$ cat src/rtl/ledda_cfg_sequencer.sv
// ledda_cfg_sequencer
// Command-driven write sequencer for the SB_LEDDA_IP register bus. Each
// accepted command is turned into a burst of single-cycle register writes,
// followed by a one-cycle FINISH that raises LEDDEXE and pulses done.
//
// Handshake: a command transfers on a rising clk edge where cmd_valid and
// cmd_ready are both high. cmd_ready is high only in IDLE; cmd_valid may be
// held high for back-to-back commands, one command per sequence.
//
// Ports:
//   clk, rst_n            clock (also LEDDCLK), async active-low reset
//   cmd_valid/cmd_ready   command handshake
//   cmd_full              1 = write all 9 registers, 0 = PWM registers only
//   cmd_breathe           enables the breathe ramp registers
//   cmd_on_time/off_time  LEDDONR / LEDDOFR values
//   cmd_pwm_r/g/b         LEDDPWRR / LEDDPWRG / LEDDPWRB values
//   busy, done            sequence in progress / one-cycle completion pulse
//   ledd_cs, ledd_den, ledd_exe, ledd_addr, ledd_dat   to the LEDDA IP
module ledda_cfg_sequencer #(
    parameter logic [7:0] CR0_VAL  = 8'hD6,
    parameter logic [7:0] BR_VAL   = 8'hED,
    parameter logic [7:0] BCRR_VAL = 8'hE3,
    parameter logic [7:0] BCFR_VAL = 8'hA3
) (
    input  logic       clk,
    input  logic       rst_n,
    input  logic       cmd_valid,
    output logic       cmd_ready,
    input  logic       cmd_full,
    input  logic       cmd_breathe,
    input  logic [7:0] cmd_on_time,
    input  logic [7:0] cmd_off_time,
    input  logic [7:0] cmd_pwm_r,
    input  logic [7:0] cmd_pwm_g,
    input  logic [7:0] cmd_pwm_b,
    output logic       busy,
    output logic       done,
    output logic       ledd_cs,
    output logic       ledd_den,
    output logic       ledd_exe,
    output logic [3:0] ledd_addr,
    output logic [7:0] ledd_dat
);

    typedef enum logic [1:0] {
        IDLE   = 2'd0,
        WRITE  = 2'd1,
        FINISH = 2'd2
    } state_t;

    // Index of the first PWM entry; PWM-only commands start the walk here.
    localparam logic [3:0] PWM_START = 4'd6;
    localparam logic [3:0] LAST_IDX  = 4'd8;

    state_t     state, state_nx;
    logic       cfg_ok, cfg_ok_nx;
    logic [3:0] idx, idx_nx;
    logic [3:0] start_idx;

    logic       breathe_q;
    logic [7:0] on_q, off_q, r_q, g_q, b_q;

    logic       cs_nx, den_nx, exe_nx, busy_nx, done_nx;
    logic [3:0] addr_nx;
    logic [7:0] dat_nx;

    // Write table in bus order: {addr, data} for entry i.
    function automatic logic [11:0] entry(
        input logic [3:0] i,
        input logic       br,
        input logic [7:0] on,
        input logic [7:0] off,
        input logic [7:0] r,
        input logic [7:0] g,
        input logic [7:0] b
    );
        case (i)
            4'd0:    entry = {4'h8, CR0_VAL};
            4'd1:    entry = {4'h9, BR_VAL};
            4'd2:    entry = {4'hA, on};
            4'd3:    entry = {4'hB, off};
            4'd4:    entry = {4'h5, (br ? BCRR_VAL : 8'h00)};
            4'd5:    entry = {4'h6, (br ? BCFR_VAL : 8'h00)};
            4'd6:    entry = {4'h1, r};
            4'd7:    entry = {4'h2, g};
            default: entry = {4'h3, b};
        endcase
    endfunction

    assign cmd_ready = (state == IDLE);

    // Until one sequence has completed, the IP holds no valid setup, so
    // every command is promoted to a full write.
    assign start_idx = (cmd_full || !cfg_ok) ? 4'd0 : PWM_START;

    always_comb begin
        state_nx  = state;
        idx_nx    = idx;
        cfg_ok_nx = cfg_ok;
        cs_nx     = 1'b0;
        den_nx    = 1'b0;
        exe_nx    = ledd_exe;
        busy_nx   = 1'b0;
        done_nx   = 1'b0;
        addr_nx   = ledd_addr;
        dat_nx    = ledd_dat;
        case (state)
            IDLE: begin
                exe_nx = cfg_ok;
                if (cmd_valid) begin
                    // First write is presented on the accepting edge, so it
                    // is taken from the live command fields.
                    state_nx = WRITE;
                    idx_nx   = start_idx;
                    {addr_nx, dat_nx} = entry(start_idx, cmd_breathe, cmd_on_time,
                                              cmd_off_time, cmd_pwm_r, cmd_pwm_g,
                                              cmd_pwm_b);
                    cs_nx   = 1'b1;
                    den_nx  = 1'b1;
                    exe_nx  = 1'b0;
                    busy_nx = 1'b1;
                end
            end
            WRITE: begin
                busy_nx = 1'b1;
                if (idx == LAST_IDX) begin
                    state_nx = FINISH;
                    exe_nx   = 1'b1;
                    done_nx  = 1'b1;
                end else begin
                    idx_nx = idx + 4'd1;
                    {addr_nx, dat_nx} = entry(idx + 4'd1, breathe_q, on_q, off_q,
                                              r_q, g_q, b_q);
                    cs_nx  = 1'b1;
                    den_nx = 1'b1;
                    exe_nx = 1'b0;
                end
            end
            FINISH: begin
                state_nx  = IDLE;
                cfg_ok_nx = 1'b1;
                exe_nx    = 1'b1;
            end
            default: begin
                state_nx = IDLE;
            end
        endcase
    end

    always_ff @(posedge clk or negedge rst_n) begin
        if (!rst_n) begin
            state     <= IDLE;
            cfg_ok    <= 1'b0;
            idx       <= 4'd0;
            ledd_cs   <= 1'b0;
            ledd_den  <= 1'b0;
            ledd_exe  <= 1'b0;
            ledd_addr <= 4'h0;
            ledd_dat  <= 8'h00;
            busy      <= 1'b0;
            done      <= 1'b0;
        end else begin
            state     <= state_nx;
            cfg_ok    <= cfg_ok_nx;
            idx       <= idx_nx;
            ledd_cs   <= cs_nx;
            ledd_den  <= den_nx;
            ledd_exe  <= exe_nx;
            ledd_addr <= addr_nx;
            ledd_dat  <= dat_nx;
            busy      <= busy_nx;
            done      <= done_nx;
        end
    end

    // Captured command copy; inputs are ignored once the sequence starts.
    always_ff @(posedge clk or negedge rst_n) begin
        if (!rst_n) begin
            breathe_q <= 1'b0;
            on_q      <= 8'h00;
            off_q     <= 8'h00;
            r_q       <= 8'h00;
            g_q       <= 8'h00;
            b_q       <= 8'h00;
        end else if (state == IDLE && cmd_valid) begin
            breathe_q <= cmd_breathe;
            on_q      <= cmd_on_time;
            off_q     <= cmd_off_time;
            r_q       <= cmd_pwm_r;
            g_q       <= cmd_pwm_g;
            b_q       <= cmd_pwm_b;
        end
    end

endmodule

$ cat config.mk
export PLATFORM = sky130hd
export DESIGN_NAME = ledda_cfg_sequencer
export DESIGN_NICKNAME = d
export VERILOG_FILES = /design/src/rtl/ledda_cfg_sequencer.sv
export SDC_FILE = /design/constraint.sdc
export NUM_CORES = 1
export LEC_CHECK = 0
export ABC_AREA = 1
export BUFFER_PORTS_ARGS = -buffer_cell sky130_fd_sc_hd__clkbuf_2
export CORE_MARGIN = 2
export CORE_UTILIZATION = 55
export DETAILED_ROUTE_END_ITERATION = 10
export GPL_TIMING_DRIVEN = 0
export HOLD_SLACK_MARGIN = 0.02
export MAX_ROUTING_LAYER = met4
export PLACE_DENSITY = 0.82
export SETUP_SLACK_MARGIN = 0.4
export SYNTH_ARGS = -nofsm -noshare
export SYNTH_HDL_FRONTEND = slang
export SYNTH_SLANG_ARGS = --single-unit
$ cat constraint.sdc
create_clock -name clk -period 2.35 [get_ports clk]
set_clock_uncertainty 0.05 [all_clocks]
set_input_delay 0.235 -clock clk [delete_from_list [all_inputs] [get_ports clk]]
set_output_delay 0.235 -clock clk [all_outputs]
set_load 0.02 [all_outputs]
==> metrics.cfg <==
[detailed_routing]
via_count=2724
vias_per_cell=5.63
first_pass_iters=6
wire_per_inst_um=16.1
ant_nets=0
drc=0
finalWirelength_mm=7.77
dr.first_iter.drc_count=374

[worst_setup_path]
cp_top_family=flip-flops
r2r_slack_ps=410
reg2reg_to=ledd_dat[5]
crit_chain=inv_2 > ha_1 > buf_4 > o211ai_1 > nand2_1 > nor2_4 > buf_12 > nand2_1 > nand2_1 > nand2_1 > a21oi_2
cp.required_ps=2590
end_kind=flop
rr_startpoint=idx[1]
cp-startpoint=idx[1]
cpPeakStageDelay_ps=450
r2r_cells=11
worstPathArrival_ps=2180
crit_path_frequent_cell=nand2_1
cp_num_buf_inv=3
crit_type=reg2reg
crit_slowest_cell=dfrtp_2
start_kind=flop
crit_fanout=10

[place]
gp_congestion=0.915
portBuffers=62
dpl.hpwl_mm=5.10

[finish]
regArea_um2=1610
multi_input_area_um2=1500
drive_gt1_share_pct=40.8
synthToLayoutAreaGrowth_pct=25.9
nNetsFinal=462
fillers=418
diodes=0

[timing]
finalCriticalPeriod_ps=1940
rsz0062_at_grt=true
fmax_mhz=517
maxSlewViolCount=0
hold_viol_final=0
report.final.setup_viol=0
slew-limit-headroom_pct=42.1
setup_tns_ps=0
finalCritPeriodShare_pct=82.4
tightest_slew_ps=868

[global_route]
grt_pass1_vias=2531
grt_max_degree=65
grt_use_total_pct=26.4
grt-ovfl-total=0
grt_pass1_wl_mm=12.0
antenna_found_initial=0

[yosys]
syn_area_um2=3150
synth.avg_cell_area_um2=9.74
synthCells=323
ys_types=31
synth_edf_count=0
ys_warn_count=0
synthTopCellsByArea=dfrtp_1, mux2_2, nand2_1, ha_1, nand3_1
synthTopCellsByCount=nand2_1, dfrtp_1, mux2_2, nand3_1, inv_1
synth_flop_cell=dfrtp_1
yosys.area.top_type_share_pct=50.9
synth-async-reset-ratio_pct=100
synth.most_common_cell=nand2_1
ys_ff_latch=64
synthesis.nets=377
ys_seq_area_share_pct=50.9
synth_area_leader_cell=dfrtp_1

[run]
cap_violations=0

[hold_path]
hold_class=in2reg
hold_end=b_q[6]
hold_depth=2
holdCritStartpoint=cmd_pwm_b[6]

[cts]
cts_sinks=64
clk_latency_ps=360
numCtsBuffers=9
cts_root_buf=clkbuf_8
clk_pin_slew_worst_paths_ps=70
htreeDepth=3
cts_tree=built
clock_tree.buffer_depth=2

[power]
powerDensity_nw_per_um2=1640
finalPower_uw=6490
ir_worst_vdd_uv=996
p_leak_uw=0.00193

[die]
die_h_um=79.6
dieWidth_um=79.6
fp.coreArea_um2=5510
start_util_pct=57.1
ioPinCount=63
die_area_um2=6340
placementRows=27

[outcome]
outcome=finished clean

==> how the worst max path moves through the flow <==
stage	endpoint	slack (ps)	cells after the start
finish	ledd_dat[5]	410	11
global route	ledd_dat[5]	330	11
CTS	idx[1]	350	9
detailed placement	state[0]	190	6
global placement	ledd_dat[3]	220	10
floorplan	ledd_dat[3]	510	10
==> through the flow <==
stage | instance area, µm² | instances | util (%) | setup slack [ps] | hold slack [ps]
finish | 3960 | 484 | 71.9 | 414 | 48.4
global route | 3960 | 484 | 71.9 | 327 | 49.4
CTS | 3810 | 474 | 69.1 | 354 | 55.0
detailed placement | 3550 | 457 | 64.4 | 194 | 376
global placement | 3550 | 457 | 64.4 | 218 | 390
floorplan | 3150 | 323 | - | 507 | -111
==> cell usage in the layout (no fill, tap or decap), types with 2 or more instances in the layout <==
cell,instances
buf_12,2
inv_2,4
ha_4,2
nand4_1,10
clkbuf_2,64
inv_1,19
nand2_4,2
clkinvlp_4,2
ha_1,5
o211ai_1,2
mux2_2,36
o22ai_1,3
dfrtp_1,61
nor2_2,3
buf_2,5
nand3_1,22
buf_4,11
a21oi_1,13
clkinv_2,2
ha_2,2
nand2_2,4
o21ai_1,4
a21oi_2,3
nand2_1,76
o21ai_0,8
clkbuf_8,11
dfrtp_2,3
nor2_4,5
nor2_1,16
==> timing repair <==
item	CTS	global route
hold endpoints to repair	64	0
gates resized for setup	15	24
gates cloned	0	0
setup buffers	1	10
setup endpoints to repair	52	31
hold buffers	1	0
pin swaps	2	7
==> final cells by class <==
type,count,area share [%]
plain buffers,11,1.68
inverters,24,2.37
clock buffers,12,3.92
well taps,72,2.28
repair buffers,74,10.9
multi-input cells,224,37.9
flip-flops and latches,64,40.5
clock inverters,3,0.442
==> flip-flops by register name, indices dropped and copies added, names as in the netlist <==
name	flops
cfg_ok	1
g_q	8
ledd_den	1
on_q	8
off_q	8
b_q	8
ledd_addr	4
r_q	8
breathe_q	1
idx	4
ledd_dat	8
state	2
done	1
ledd_exe	1
busy	1
==> per-layer routing <==
metal	up-vias	share of wire (%)	global-route usage (%)
met3	19	9.2	7.24
met2	162	49	39.7
met4	0	2.6	10.0
met5	-	0	-
met1	1291	39	34.5
li1	1252	-	-
==> power by group <==
part	switching [µW]	internal (µW)	leakage (µW)
registers	383	1650	0.000754
clock network	425	431	0.0000882
logic	2090	1520	0.00109
==> logic make-up (layout without fill, tap and decap cells) <==
kind of cell             count (synthesis)  after routing  share of synthesized area, %
AO/OA/AOI/OAI                           38             38                          7.44
XOR/XNOR                                 2              2                          1.03
adder cells (fa/ha/maj)                  9              9                          3.58
buffers and inverters                   35            124                          4.42
flip-flops                              64             64                          50.9
multiplexers                            36             36                          12.9
AND/OR/NAND/NOR                        139            139                          19.7
(Power assumes the default switching activity.)
